**config.mk**
```make
export PLATFORM = sky130hd
export DESIGN_NAME = bullet_ctrl
export DESIGN_NICKNAME = d
export VERILOG_FILES = /design/src/rtl/tank_pkg.sv /design/src/rtl/bullet_slot.sv /design/src/rtl/bullet_ctrl.sv
export SDC_FILE = /design/constraint.sdc
export NUM_CORES = 1
export LEC_CHECK = 0
export CAP_MARGIN = 20
export CORE_MARGIN = 2
export CORE_UTILIZATION = 40
export CTS_BUF_LIST = sky130_fd_sc_hd__clkbuf_16
export DETAILED_ROUTE_END_ITERATION = 8
export GPL_ROUTABILITY_DRIVEN = 0
export PLACE_DENSITY_LB_ADDON = 0.05
export SYNTH_ARGS = -nofsm -noshare
export SYNTH_HDL_FRONTEND = slang
export SYNTH_SLANG_ARGS = --single-unit
```
**constraint.sdc**
```tcl
create_clock -name frame_clk -period 6.3 [get_ports frame_clk]
set_input_delay 1.89 -clock frame_clk [delete_from_list [all_inputs] [get_ports frame_clk]]
set_output_delay 1.89 -clock frame_clk [all_outputs]
set_load 0.02 [all_outputs]
```
**src/rtl/tank_pkg.sv**
```systemverilog
// -----------------------------------------------------------------------------
// tank_pkg
// Shared definitions for the tank game blocks.
//   SCREEN_X_MAX / SCREEN_Y_MAX : last visible pixel on each axis
//   trig_t                      : 8-bit sign-magnitude sin/cos sample
//                                 (bit7 = sign, 1 = negative; [6:0] magnitude,
//                                 127 = 1.0)
//   vel_t                       : signed 10-bit per-axis velocity
//   trig_to_vel(trig, speed)    : scaled velocity, (speed*mag)>>7, signed
// -----------------------------------------------------------------------------
package tank_pkg;

  localparam int SCREEN_X_MAX = 639;
  localparam int SCREEN_Y_MAX = 479;

  typedef logic [7:0]        trig_t;
  typedef logic signed [9:0] vel_t;

  function automatic vel_t trig_to_vel(input trig_t trig, input logic [3:0] speed);
    logic [10:0] prod;
    logic [3:0]  mag;
    logic [9:0]  v;
    prod = {7'd0, speed} * {4'd0, trig[6:0]};
    mag  = prod[10:7];
    v    = {6'd0, mag};
    // Two's-complement negate; a zero magnitude stays zero either way.
    if (trig[7]) begin
      v = ~v + 10'd1;
    end
    return vel_t'(v);
  endfunction

endpackage

```
**src/rtl/bullet_slot.sv**
```systemverilog
// -----------------------------------------------------------------------------
// bullet_slot
// One bullet: position, velocity, remaining life, wall handling.
// Build option: BULLET_BOUNCE_EN
//   defined   -> wall contact negates the velocity component of that axis
//   undefined -> wall contact retires the bullet (position/velocity hold)
// Ports:
//   frame_clk  in   frame clock
//   Reset      in   asynchronous active-high reset
//   i_spawn    in   load spawn values this edge (overrides motion)
//   i_x, i_y   in   spawn position
//   i_vx, i_vy in   spawn velocity
//   o_x, o_y   out  current position
//   o_active   out  slot live flag
// -----------------------------------------------------------------------------
module bullet_slot
  import tank_pkg::*;
#(
  parameter logic [9:0] LIFETIME    = 10'd300,
  parameter logic [9:0] BULLET_SIZE = 10'd3
) (
  input  logic       frame_clk,
  input  logic       Reset,
  input  logic       i_spawn,
  input  logic [9:0] i_x,
  input  logic [9:0] i_y,
  input  vel_t       i_vx,
  input  vel_t       i_vy,
  output logic [9:0] o_x,
  output logic [9:0] o_y,
  output logic       o_active
);

  localparam logic signed [11:0] LO_BOUND = {2'b00, BULLET_SIZE};
  localparam logic signed [11:0] HI_X     = 12'(SCREEN_X_MAX) - LO_BOUND;
  localparam logic signed [11:0] HI_Y     = 12'(SCREEN_Y_MAX) - LO_BOUND;

  logic [9:0]         r_x, r_y;
  vel_t               r_vx, r_vy;
  logic [9:0]         r_life;
  logic               r_active;
  logic signed [11:0] w_nx, w_ny;
  logic               w_hit_x, w_hit_y;

  // Widened signed sums so that underflow below 0 shows as a negative value.
  assign w_nx = $signed({2'b00, r_x}) + $signed({{2{r_vx[9]}}, r_vx});
  assign w_ny = $signed({2'b00, r_y}) + $signed({{2{r_vy[9]}}, r_vy});

  assign w_hit_x = (w_nx < LO_BOUND) || (w_nx > HI_X);
  assign w_hit_y = (w_ny < LO_BOUND) || (w_ny > HI_Y);

  always_ff @(posedge frame_clk or posedge Reset) begin
    if (Reset) begin
      r_x      <= '0;
      r_y      <= '0;
      r_vx     <= '0;
      r_vy     <= '0;
      r_life   <= '0;
      r_active <= 1'b0;
    end else if (i_spawn) begin
      r_x      <= i_x;
      r_y      <= i_y;
      r_vx     <= i_vx;
      r_vy     <= i_vy;
      r_life   <= LIFETIME;
      r_active <= 1'b1;
    end else if (r_active) begin
      r_life <= r_life - 10'd1;
      if (r_life == 10'd1) begin
        // Last live frame: retire and freeze the position.
        r_active <= 1'b0;
      end else begin
`ifdef BULLET_BOUNCE_EN
        if (w_hit_x) r_vx <= -r_vx;
        else         r_x  <= w_nx[9:0];
        if (w_hit_y) r_vy <= -r_vy;
        else         r_y  <= w_ny[9:0];
`else
        if (w_hit_x || w_hit_y) begin
          r_active <= 1'b0;
        end else begin
          r_x <= w_nx[9:0];
          r_y <= w_ny[9:0];
        end
`endif
      end
    end
  end

  assign o_x      = r_x;
  assign o_y      = r_y;
  assign o_active = r_active;

endmodule

```
**src/rtl/bullet_ctrl.sv**
```systemverilog
// -----------------------------------------------------------------------------
// bullet_ctrl
// Bullet pool manager: spawns a bullet at the tank centre on each accepted
// rising edge of ShootBullet, moves live bullets once per frame, handles walls
// and lifetime. Build option BULLET_BOUNCE_EN selects bounce vs. retire on
// wall contact (see bullet_slot).
// Ports:
//   frame_clk          in   frame clock
//   Reset              in   asynchronous active-high reset
//   ShootBullet        in   shoot request level
//   TankX, TankY       in   tank centre (pixels)
//   sin, cos           in   sign-magnitude heading samples
//   BulletX, BulletY   out  packed positions, slot i at [10i+9:10i]
//   BulletActive       out  per-slot live flags
//   Fired              out  one-frame pulse on spawn
// -----------------------------------------------------------------------------
module bullet_ctrl
  import tank_pkg::*;
#(
  parameter int         NUM_BULLETS = 4,
  parameter logic [3:0] SPEED       = 4'd6,
  parameter logic [9:0] LIFETIME    = 10'd300,
  parameter logic [5:0] COOLDOWN    = 6'd15,
  parameter logic [9:0] BULLET_SIZE = 10'd3
) (
  input  logic                      frame_clk,
  input  logic                      Reset,
  input  logic                      ShootBullet,
  input  logic [9:0]                TankX,
  input  logic [9:0]                TankY,
  input  logic [7:0]                sin,
  input  logic [7:0]                cos,
  output logic [10*NUM_BULLETS-1:0] BulletX,
  output logic [10*NUM_BULLETS-1:0] BulletY,
  output logic [NUM_BULLETS-1:0]    BulletActive,
  output logic                      Fired
);

  logic                   r_shoot_q;
  logic [5:0]             r_cooldown;
  logic                   r_fired;

  logic                   w_req;
  logic                   w_accept;
  logic [NUM_BULLETS-1:0] w_active;
  logic [NUM_BULLETS-1:0] w_free;
  logic [NUM_BULLETS-1:0] w_lowest;
  logic [NUM_BULLETS-1:0] w_spawn;
  vel_t                   w_vx, w_vy;
  logic [9:0]             w_x [NUM_BULLETS];
  logic [9:0]             w_y [NUM_BULLETS];

  assign w_req    = ShootBullet & ~r_shoot_q;
  assign w_free   = ~w_active;
  // x & -x isolates the lowest set bit: the lowest-index free slot.
  assign w_lowest = w_free & (~w_free + {{(NUM_BULLETS-1){1'b0}}, 1'b1});
  assign w_accept = w_req && (r_cooldown == 6'd0) && (|w_free);
  assign w_spawn  = w_accept ? w_lowest : '0;

  // Screen Y grows downward: flipping the sin sign bit gives vy = -sin_v.
  assign w_vx = trig_to_vel(cos, SPEED);
  assign w_vy = trig_to_vel({~sin[7], sin[6:0]}, SPEED);

  always_ff @(posedge frame_clk or posedge Reset) begin
    if (Reset) begin
      r_shoot_q  <= 1'b0;
      r_cooldown <= '0;
      r_fired    <= 1'b0;
    end else begin
      r_shoot_q <= ShootBullet;
      r_fired   <= w_accept;
      if (w_accept) begin
        r_cooldown <= COOLDOWN;
      end else if (r_cooldown != 6'd0) begin
        r_cooldown <= r_cooldown - 6'd1;
      end
    end
  end

  generate
    for (genvar gi = 0; gi < NUM_BULLETS; gi++) begin : g_slot
      bullet_slot #(
        .LIFETIME    (LIFETIME),
        .BULLET_SIZE (BULLET_SIZE)
      ) u_slot (
        .frame_clk (frame_clk),
        .Reset     (Reset),
        .i_spawn   (w_spawn[gi]),
        .i_x       (TankX),
        .i_y       (TankY),
        .i_vx      (w_vx),
        .i_vy      (w_vy),
        .o_x       (w_x[gi]),
        .o_y       (w_y[gi]),
        .o_active  (w_active[gi])
      );
      assign BulletX[10*gi +: 10] = w_x[gi];
      assign BulletY[10*gi +: 10] = w_y[gi];
    end
  endgenerate

  assign BulletActive = w_active;
  assign Fired        = r_fired;

endmodule

```
# --- Word-level counts from Yosys, hierarchy flattened ---
# Index checks and enable logic that the tools add are counted.
op_classes:
  add_sub_neg: 16
  mul: 2
  order_cmp: 16
  n_eq_ne: 12
  mux: 61
  n_bitwise: 7
  reduce_logical: 26
op_table:
  columns: ["cell", "count"]
  rows:
  - ["$mux W10", 42]
  - ["$add A11 B10 Y12", 8]
  - ["$lt A12 B3 Y1 const B", 8]
  - ["$gt A12 B10 Y1 const B", 4]
  - ["$gt A12 B11 Y1 const B", 4]
  - ["$eq A10 B1 Y1 const B", 4]
  - ["$sub A10 B1 Y10 const B", 4]
  - ["$add A10 B1 Y10 const B", 2]
  - ["$not A3 Y10", 2]
  - ["$mul A2 B7 Y9 const A", 2]
  - ["$mux W1", 16]
  - ["$ne A2 B2 Y1 const B", 8]
  - ["$logic_or A1 B1 Y1", 12]
  - ["$mux W6", 2]
  - ["$reduce_and A3 Y1", 4]
  - ["$reduce_bool A2 Y1", 5]
  - ["$not A4 Y4", 2]
  - ["$logic_not A6 Y1", 1]
  - ["$reduce_bool A6 Y1", 1]
  - ["$sub A6 B1 Y6 const B", 1]
  - ["$add A4 B1 Y4 const B", 1]
  - ["$and A4 B4 Y4", 1]
  - ["$mux W4", 1]
  - ["$reduce_or A4 Y1", 1]
  - ["other kinds (3)", 4]
totals:
  register_bits: 212
  input_bits: 39
  output_inout_bits: 85
  word_cells: 167

# --- Logic depth before layout (Yosys ltp) ---
# Gate-level depths: netlist of the first run.
logic_depth:
  word_depth: 8
  depth_mapped: 14
  depth_no_buf: 12

# --- By module ---
# From an unflattened synthesis of the first run, not the netlist that was laid out.
hier_totals:
  cells_unflattened: 1598
  area_unflattened_um2: 15155.8
by_module_without_submodules:
  columns: ["mod", "n_inst", "cells_per_inst", "area_per_inst_um2", "seq_area_each_um2"]
  rows:
  - ["bullet_slot at g_slot[0].u_slot ...", 3, 385, 3599.7, 1276.2]
  - ["bullet_slot at g_slot[1].u_slot", 1, 329, 3402.0, 1276.2]
  - ["bullet_ctrl", 1, 114, 954.7, 200.2]

# --- Worst setup path before layout of the first run ---
# OpenSTA, ideal clock, no wires.
synth_timing:
  path_type: "in2reg"
  from: "input port cos[1]"
  to: "register g_slot[0].u_slot.r_vx[2]"
  setup_ps: 135
  t_arrival_ps: 3955
  t_required_ps: 6165
  setup_slack_ps: 2210
  path_stages: 11
  path_buffers: 0
  cell_sequence: "ha_1 -> a31o_2 -> a21o_1 -> a21o_1 -> a21oi_1 -> o21bai_1 -> xnor2_1 -> ha_1 -> ha_1 -> o21ai_0 -> o21ai_0"
synth_between:
  elab_chain_len: 4
synth_rtl:
  columns: ["element", "line_no", "rtl"]
  rows:
  - ["start, declared", "bullet_ctrl.sv:32", "input logic [7:0] cos,"]
  - ["$mul A2 B7 Y9 *", "tank_pkg.sv:23", "prod = {7'd0, speed} * {4'd0, trig[6:0]};"]
  - ["$not A3 Y10", "tank_pkg.sv:28", "v = ~v + 10'd1;"]
  - ["$add A10 B1 Y10", "tank_pkg.sv:28", null]
  - ["$mux W10 *", "tank_pkg.sv:27", "if (trig[7]) begin"]
  - ["end signal, assigned", "bullet_slot.sv:63", "r_vx <= i_vx;"]
  - ["end, declared", "bullet_slot.sv:39", "vel_t r_vx, r_vy;"]
# Every way passes the cells marked *; elsewhere a longest branch is shown, timed or not.
# A chain may end at the register's enable or synchronous reset.

# --- Worst setup path after layout of the first run ---
layout_timing:
  from: "input port sin[2]"
  to: "register g_slot[2].u_slot.r_vy[2]"
layout_between:
  elab_chain_len: 4
layout_rtl:
  columns: ["element", "line_no", "rtl"]
  rows:
  - ["start, declared", "bullet_ctrl.sv:31", "input logic [7:0] sin,"]
  - ["$mul A2 B7 Y9 *", "tank_pkg.sv:23", null]
  - ["$not A3 Y10", "tank_pkg.sv:28", null]
  - ["$add A10 B1 Y10", "tank_pkg.sv:28", null]
  - ["$mux W10 *", "tank_pkg.sv:27", null]
  - ["end signal, assigned", "bullet_slot.sv:64", "r_vy <= i_vy;"]
  - ["end, declared", "bullet_slot.sv:39", null]
# Marked as above.

==> impl_metrics.xml, run 1 <==
<?xml version="1.0" encoding="UTF-8"?>
<metrics>
  <group name="power_and_ir_drop">
    <metric name="power_frac_clock" unit="">0.247</metric>
    <metric name="fin_total_pwr" unit="µW">4130</metric>
    <metric name="intPower" unit="µW">2470</metric>
    <metric name="power_switching_share" unit="">0.401</metric>
    <metric name="power.density_cell_area" unit="nW/µm²">278</metric>
    <metric name="combinationalPowerShare" unit="">0.410</metric>
    <metric name="p_sw" unit="µW">1660</metric>
    <metric name="standby_leakage_power" unit="µW">0.00616</metric>
    <metric name="vdd_ir_drop_max" unit="V">0.000215</metric>
    <metric name="seq_power_share" unit="">0.343</metric>
  </group>
  <group name="yosys">
    <metric name="yosys-top-cells-count" unit="">dfrtp_1 (172), nand2_1 (171), ha_1 (115), nor2_1 (113), a21oi_1 (87)</metric>
    <metric name="synth_top_cell_by_area" unit="">dfrtp_1</metric>
    <metric name="postSynth.asyncResetShare" unit="">1.00</metric>
    <metric name="synth_cell_types" unit="">77</metric>
    <metric name="synth_cells" unit="">1476</metric>
    <metric name="netlist_area_pre_place" unit="µm²">12700</metric>
    <metric name="most_used_flip_flop_cell_after_synthesis" unit="">dfrtp_1</metric>
    <metric name="post-synth-top-count-cell" unit="">dfrtp_1</metric>
    <metric name="synth_seq_area_share" unit="">0.339</metric>
    <metric name="post_synth_main_area_contributors" unit="">dfrtp_1 (34%), ha_1 (11%), nand2_1 (5.1%)</metric>
    <metric name="yosys_warnings" unit="">0</metric>
    <metric name="syn_nets" unit="">1638</metric>
    <metric name="synth_area_per_cell" unit="µm²">8.60</metric>
    <metric name="yosys_register_bits" unit="">172</metric>
    <metric name="synth_top_area_share" unit="">0.339</metric>
    <metric name="synth-edff-count" unit="">0</metric>
  </group>
  <group name="detailed_routing">
    <metric name="route.met3.wl" unit="µm">1880</metric>
    <metric name="met1_length" unit="µm">18700</metric>
    <metric name="route.antenna.remaining_nets" unit="">0</metric>
    <metric name="average_wire_length_per_cell_after_detail_routing" unit="µm">19.7</metric>
    <metric name="drt-vias-per-instance" unit="">5.69</metric>
    <metric name="met2_wire_len" unit="µm">17500</metric>
    <metric name="totalWireLength" unit="µm">38900</metric>
    <metric name="route.detailed.drc" unit="">0</metric>
    <metric name="drtIter0Drc" unit="">746</metric>
    <metric name="routed-via-count" unit="">11276</metric>
    <metric name="detailed_routing_iteration_count_for_the_pre_antenna_repair_pass" unit="">5</metric>
    <metric name="dr.max_layer_used" unit="">met4</metric>
  </group>
  <group name="global_routing">
    <metric name="global_route.overflow_total" unit="">0</metric>
    <metric name="antenna_found_initial" unit="">1</metric>
    <metric name="first_pass_grt_wire_length" unit="µm">61000</metric>
    <metric name="grt_max_degree" unit="">122</metric>
    <metric name="grt_use_total" unit="">0.237</metric>
    <metric name="first_global_vias" unit="">10648</metric>
  </group>
  <group name="timing">
    <metric name="min_period_over_period" unit="">0.715</metric>
    <metric name="period_needed" unit="ns">4.50</metric>
    <metric name="fmax" unit="MHz">222</metric>
    <metric name="hold-worst-slack" unit="ns">0.468</metric>
    <metric name="worst_pin_slew" unit="ns">0.992</metric>
    <metric name="timing_hold_violations_final" unit="">0</metric>
    <metric name="slew_headroom" unit="">0.338</metric>
    <metric name="slew_viol_final" unit="">0</metric>
    <metric name="finalSetupTns" unit="ns">0</metric>
    <metric name="finalSetupViolCount" unit="">0</metric>
    <metric name="rsz0062_at_grt" unit="">false</metric>
    <metric name="finClkSkew" unit="ns">0.0157</metric>
  </group>
  <group name="cts">
    <metric name="cts_setup_buffers" unit="">0</metric>
    <metric name="cts_tree" unit="">done</metric>
    <metric name="max-clock-path-buffers" unit="">2</metric>
    <metric name="cts-resized-gates" unit="">0</metric>
    <metric name="cts.htree.levels" unit="">4</metric>
    <metric name="cts_inserted_buffers" unit="">17</metric>
    <metric name="cts.reportedPaths.clkPinSlew" unit="ns">0.07</metric>
    <metric name="cts.sinks" unit="">172</metric>
    <metric name="root_buffer" unit="">clkbuf_16</metric>
    <metric name="cts.hold.buffers_added" unit="">0</metric>
    <metric name="worst_skew_pair.late_latency" unit="ns">0.45</metric>
  </group>
  <group name="layout">
    <metric name="flow.area_growth_from_synthesis" unit="%">16.8</metric>
    <metric name="regArea" unit="µm²">4300</metric>
    <metric name="multi_input_area" unit="µm²">7830</metric>
    <metric name="final_layout_size_suffix_gt1_frac" unit="">0.0621</metric>
    <metric name="fill_cells" unit="">3047</metric>
    <metric name="num-nets-final" unit="">1726</metric>
  </group>
  <group name="worst_hold_path">
    <metric name="timing.hold.worst.start" unit="">g_slot[0].u_slot.r_life[8]</metric>
    <metric name="hold_path_depth" unit="">1</metric>
    <metric name="min_delay_worst_endpoint" unit="">g_slot[0].u_slot.r_life[8]</metric>
    <metric name="holdCritPathClass" unit="">reg -&gt; reg</metric>
  </group>
  <group name="status">
    <metric name="run_status" unit="">finished clean</metric>
  </group>
  <group name="die">
    <metric name="placementRows" unit="">65</metric>
    <metric name="placeableCoreArea" unit="µm²">31400</metric>
    <metric name="die_w" unit="µm">182</metric>
    <metric name="height_of_the_die" unit="µm">182</metric>
    <metric name="boundaryPins" unit="">124</metric>
    <metric name="initial_core_utilization" unit="">0.405</metric>
    <metric name="die-area" unit="µm²">33200</metric>
  </group>
  <group name="worst_setup_path">
    <metric name="path_buf_inv" unit="">1</metric>
    <metric name="crit_top_cell" unit="">ha_1</metric>
    <metric name="crit_arrival" unit="ns">4.79</metric>
    <metric name="critPathKind" unit="">in -&gt; reg</metric>
    <metric name="crit_path_cells" unit="">clkdlybuf4s50_1, ha_1, a31o_2, a21o_1, a21o_1, a21oi_1, o21bai_1, xnor2_1, ha_1, ha_1, o21ai_0, o21ai_0</metric>
    <metric name="timing.reg2reg.worst_path_depth" unit="">13</metric>
    <metric name="cp_top_family" unit="">compound AO/OA/AOI/OAI gates</metric>
    <metric name="crit_slowest_cell" unit="">clkdlybuf4s50_1</metric>
    <metric name="timing.reg2reg.setup_slack" unit="ns">2.09</metric>
    <metric name="worst_setup_path_end_kind" unit="">register</metric>
    <metric name="timing.rr.start" unit="">g_slot[1].u_slot.r_vy[0]</metric>
    <metric name="critical-path-max-stage-delay" unit="ns">0.49</metric>
    <metric name="worst-path-max-fanout" unit="">4</metric>
    <metric name="worstReg2RegEnd" unit="">g_slot[1].u_slot.o_y[1]</metric>
    <metric name="setup.worst_path.start_class" unit="">primary input</metric>
    <metric name="critPathRequiredTime" unit="ns">6.59</metric>
  </group>
  <group name="placement">
    <metric name="count_of_input_and_output_buffers" unit="">123</metric>
    <metric name="detailed_place_hpwl" unit="µm">28400</metric>
  </group>
  <group name="job">
    <metric name="max-cap-violations" unit="">0</metric>
  </group>
</metrics>
==> state kept, by name (all words and copies together), names as in the netlist <==
name                    count
g_slot.u_slot.o_x          40
Fired                       1
g_slot.u_slot.o_y          40
g_slot.u_slot.r_life       40
r_shoot_q                   1
g_slot.u_slot.r_vy         20
g_slot.u_slot.o_active      4
r_cooldown                  6
g_slot.u_slot.r_vx         20
==> per-stage QoR <==
| stage | instance area (µm²) | util | cells | setup slack, ns |
|---|---|---|---|---|
| final | 14800 | 0.473 | 1980 | 1.80 |
| after global routing | 14800 | 0.473 | 1980 | 1.51 |
| after CTS | 14800 | 0.472 | 1979 | 1.78 |
| after detailed placement | 14300 | 0.455 | 1947 | 1.32 |
| after global placement | 14300 | 0.455 | 1946 | 1.36 |
| after floorplan | 12700 | - | 1476 | 2.21 |
==> cell type report <==
cell class,count,area share
repair buffers,139,0.0924
clock buffers,17,0.0287
multi-input cells,1159,0.528
clock inverters,15,0.00768
well taps,402,0.0339
diodes,1,0.000169
inverters,75,0.0192
flip-flops and latches,172,0.290
==> layout by cell type (no fill, tap or decap), types with 29 or more instances in the layout <==
| master | n |
|---|---|
| nand3_1 | 73 |
| xor2_1 | 35 |
| inv_1 | 74 |
| nor3_1 | 29 |
| nor2_1 | 111 |
| o21ai_0 | 86 |
| ha_1 | 115 |
| a21oi_1 | 87 |
| o211ai_1 | 51 |
| clkdlybuf4s50_1 | 123 |
| dfrtp_1 | 172 |
| xnor2_1 | 48 |
| nand2_1 | 171 |
==> power groups by stage <==
stage / clock network, µW / logic, µW / registers, µW
2_1_floorplan: 0 / 1140 / 1460
3_3_place_gp: 0 / 1660 / 1430
3_5_place_dp: 0 / 1680 / 1440
4_1_cts: 1040 / 1690 / 1410
5_1_grt: 1090 / 1880 / 1440
6_report: 1020 / 1690 / 1420
==> worst max path at each step <==
stage,from,end,slack [ns],depth (start not counted)
after CTS,cos[1],g_slot[2].u_slot.r_vx[2],1.78,12
after detailed placement,cos[1],g_slot[2].u_slot.r_vx[2],1.32,12
after global routing,cos[1],g_slot[2].u_slot.r_vx[2],1.51,12
after global placement,cos[1],g_slot[2].u_slot.r_vx[2],1.36,12
after floorplan,Reset,Fired,2.21,1
final,sin[2],g_slot[2].u_slot.r_vy[2],1.80,12
==> kinds of logic after synthesis <==
kind of cell	after synthesis	synth area share
simple gates	534	0.205
compound gates	404	0.214
flops	172	0.339
buf+inv	145	0.0467
fa+ha+maj	123	0.126
xor+xnor	83	0.0572
mux	15	0.0122
==> per-layer routing <==
layer,up-vias,GRT usage
met2,254,0.375
li1,5552,-
met1,5432,0.333
met5,-,0
met4,0,0.0655
met3,38,0.0433
Power figures use the tool's default switching activity.
==> run 2: changes to the inputs <==
==> constraint.sdc (replaced) <==
create_clock -name frame_clk -period 4.2 [get_ports frame_clk]
set_input_delay 1.26 -clock frame_clk [delete_from_list [all_inputs] [get_ports frame_clk]]
set_output_delay 1.26 -clock frame_clk [all_outputs]
set_load 0.02 [all_outputs]
==> impl_metrics.xml, run 2 (synthesis results as in run 1) <==
<?xml version="1.0" encoding="UTF-8"?>
<metrics>
  <group name="cts">
    <metric name="cts.htree.levels" unit="">4</metric>
    <metric name="cts_setup_buffers" unit="">0</metric>
    <metric name="cts-resized-gates" unit="">0</metric>
    <metric name="worst_skew_pair.late_latency" unit="ns">0.45</metric>
    <metric name="cts_tree" unit="">done</metric>
    <metric name="cts.hold.buffers_added" unit="">0</metric>
    <metric name="root_buffer" unit="">clkbuf_16</metric>
    <metric name="cts_inserted_buffers" unit="">17</metric>
    <metric name="max-clock-path-buffers" unit="">2</metric>
    <metric name="cts.reportedPaths.clkPinSlew" unit="ns">0.08</metric>
    <metric name="cts.sinks" unit="">172</metric>
  </group>
  <group name="worst_setup_path">
    <metric name="crit_path_cells" unit="">ha_1, inv_1, fa_1, nand2b_1, a21oi_1, or4_1, o2111ai_1, or4_1, o311ai_1, a211oi_4, buf_4, a31o_2, o21ai_0</metric>
    <metric name="crit_top_cell" unit="">or4_1</metric>
    <metric name="worst_setup_path_end_kind" unit="">register</metric>
    <metric name="worstReg2RegEnd" unit="">g_slot[1].u_slot.o_x[1]</metric>
    <metric name="timing.reg2reg.setup_slack" unit="ns">0.35</metric>
    <metric name="crit_slowest_cell" unit="">or4_1</metric>
    <metric name="setup.worst_path.start_class" unit="">register</metric>
    <metric name="critPathRequiredTime" unit="ns">4.56</metric>
    <metric name="worst-path-max-fanout" unit="">15</metric>
    <metric name="timing.reg2reg.worst_path_depth" unit="">13</metric>
    <metric name="worst_setup_path_startpoint" unit="">g_slot[1].u_slot.o_y[0]</metric>
    <metric name="critPathKind" unit="">reg -&gt; reg</metric>
    <metric name="critical-path-max-stage-delay" unit="ns">0.55</metric>
    <metric name="timing.rr.start" unit="">g_slot[1].u_slot.o_y[0]</metric>
    <metric name="crit_arrival" unit="ns">4.21</metric>
  </group>
  <group name="layout">
    <metric name="final_layout_size_suffix_gt1_frac" unit="">0.0745</metric>
    <metric name="flow.area_growth_from_synthesis" unit="%">18.6</metric>
    <metric name="layout.cells.most_common" unit="">dfrtp_1</metric>
    <metric name="utilization" unit="">0.480</metric>
    <metric name="antenna_cells_inserted" unit="">0</metric>
    <metric name="fill_cells" unit="">3065</metric>
    <metric name="num-nets-final" unit="">1748</metric>
    <metric name="most_frequent_cells_in_the_layout" unit="">dfrtp_1 (172), nand2_1 (171), clkdlybuf4s50_1 (123)</metric>
  </group>
  <group name="placement">
    <metric name="detailed_place_hpwl" unit="µm">29000</metric>
    <metric name="count_of_input_and_output_buffers" unit="">123</metric>
  </group>
  <group name="die">
    <metric name="height_of_the_die" unit="µm">182</metric>
    <metric name="initial_core_utilization" unit="">0.405</metric>
    <metric name="placementRows" unit="">65</metric>
    <metric name="boundaryPins" unit="">124</metric>
    <metric name="placeableCoreArea" unit="µm²">31400</metric>
    <metric name="die_w" unit="µm">182</metric>
    <metric name="die-area" unit="µm²">33200</metric>
  </group>
  <group name="worst_hold_path">
    <metric name="holdCritPathClass" unit="">reg -&gt; reg</metric>
    <metric name="min_delay_worst_endpoint" unit="">g_slot[0].u_slot.r_life[8]</metric>
    <metric name="hold_path_depth" unit="">1</metric>
    <metric name="timing.hold.worst.start" unit="">g_slot[0].u_slot.r_life[8]</metric>
  </group>
  <group name="timing">
    <metric name="finClkSkew" unit="ns">0.0159</metric>
    <metric name="slew_viol_final" unit="">0</metric>
    <metric name="min_period_over_period" unit="">0.917</metric>
    <metric name="timing_hold_violations_final" unit="">0</metric>
    <metric name="fmax" unit="MHz">260</metric>
    <metric name="finalSetupTns" unit="ns">0</metric>
    <metric name="finalSetupViolCount" unit="">0</metric>
    <metric name="worst_pin_slew" unit="ns">0.829</metric>
    <metric name="period_needed" unit="ns">3.85</metric>
    <metric name="slew_headroom" unit="">0.447</metric>
    <metric name="rsz0062_at_grt" unit="">false</metric>
  </group>
  <group name="detailed_routing">
    <metric name="totalWireLength" unit="µm">39400</metric>
    <metric name="drtIter0Drc" unit="">735</metric>
    <metric name="average_wire_length_per_cell_after_detail_routing" unit="µm">19.7</metric>
    <metric name="routed-via-count" unit="">11389</metric>
    <metric name="route.detailed.drc" unit="">0</metric>
    <metric name="detailed_routing_iteration_count_for_the_pre_antenna_repair_pass" unit="">5</metric>
    <metric name="route.antenna.remaining_nets" unit="">0</metric>
    <metric name="drt-vias-per-instance" unit="">5.69</metric>
  </group>
  <group name="power_and_ir_drop">
    <metric name="power.density_cell_area" unit="nW/µm²">420</metric>
    <metric name="p_sw" unit="µW">2490</metric>
    <metric name="seq_power_share" unit="">0.335</metric>
    <metric name="standby_leakage_power" unit="µW">0.00629</metric>
    <metric name="intPower" unit="µW">3840</metric>
    <metric name="combinationalPowerShare" unit="">0.407</metric>
    <metric name="power_frac_clock" unit="">0.258</metric>
    <metric name="vdd_ir_drop_max" unit="V">0.000345</metric>
    <metric name="power_switching_share" unit="">0.393</metric>
  </group>
  <group name="global_routing">
    <metric name="first_global_vias" unit="">10810</metric>
    <metric name="grt_use_total" unit="">0.239</metric>
    <metric name="first_pass_grt_wire_length" unit="µm">61500</metric>
    <metric name="grt_max_degree" unit="">54</metric>
    <metric name="antenna_found_initial" unit="">1</metric>
    <metric name="global_route.overflow_total" unit="">0</metric>
  </group>
  <group name="job">
    <metric name="max-cap-violations" unit="">0</metric>
  </group>
  <group name="status">
    <metric name="run_status" unit="">finished clean</metric>
  </group>
</metrics>
==> run 2: critical path: cells and delay by family (launching register included) <==
family                     cells  cell delay, ns
AOI/OAI and AO/OA              6            1.59
adders and majority gates      2            0.59
buffers and inverters          2            0.31
DFF                            1            0.37
and+or+nand+nor                3            0.91
==> run 2: how the worst max path moves through the flow <==
stage | to | slack (ns) | depth (start not counted)
2_1_floorplan | Fired | 0.74 | 1
3_3_place_gp | g_slot[1].u_slot.r_vy[2] | 0.11 | 13
3_5_place_dp | g_slot[1].u_slot.r_vy[2] | 0.07 | 13
4_1_cts | g_slot[1].u_slot.o_x[1] | 0.39 | 13
5_1_grt | g_slot[1].u_slot.o_y[1] | 0.09 | 12
6_report | g_slot[1].u_slot.o_x[1] | 0.35 | 13
==> run 2: through the flow <==
stage	area (µm²)	power, µW	setup slack, ns	std cells	hold slack, ns
global route	15100	6760	0.0931	2000	0.489
CTS	15100	6370	0.385	2000	0.481
finish	15100	6330	0.350	2000	0.479
global placement	14500	4680	0.107	1969	0.459
detailed placement	14500	4710	0.0662	1969	0.469
floorplan	12700	3900	0.740	1476	0.437
==> run 2: layout make-up <==
cell class / count / area (µm²) / share of cell area
Sequential cell: 172 / 4300 / 0.286
Clock buffer: 17 / 425 / 0.0282
Tap cell: 402 / 503 / 0.0334
Multi-Input combinational cell: 1159 / 7830 / 0.520
Inverter: 75 / 285 / 0.0189
Clock inverter: 14 / 146 / 0.00972
Timing Repair Buffer: 161 / 1570 / 0.104
==> run 2: power by group through the flow <==
stage	clock, µW	sequential [µW]	combinational (µW)
2_1_floorplan	0	2190	1710
3_3_place_gp	0	2150	2530
3_5_place_dp	0	2150	2550
4_1_cts	1680	2120	2570
5_1_grt	1730	2150	2870
6_report	1630	2120	2570
==> run 2: metal layers <==
metal	vias up	global-route usage	routed length, µm	part of all wire
li1	5598	-	-	-
met4	0	0.0632	761	0.019
met3	33	0.0385	2240	0.057
met5	-	0	0	0
met1	5495	0.340	18800	0.48
met2	263	0.377	17600	0.45
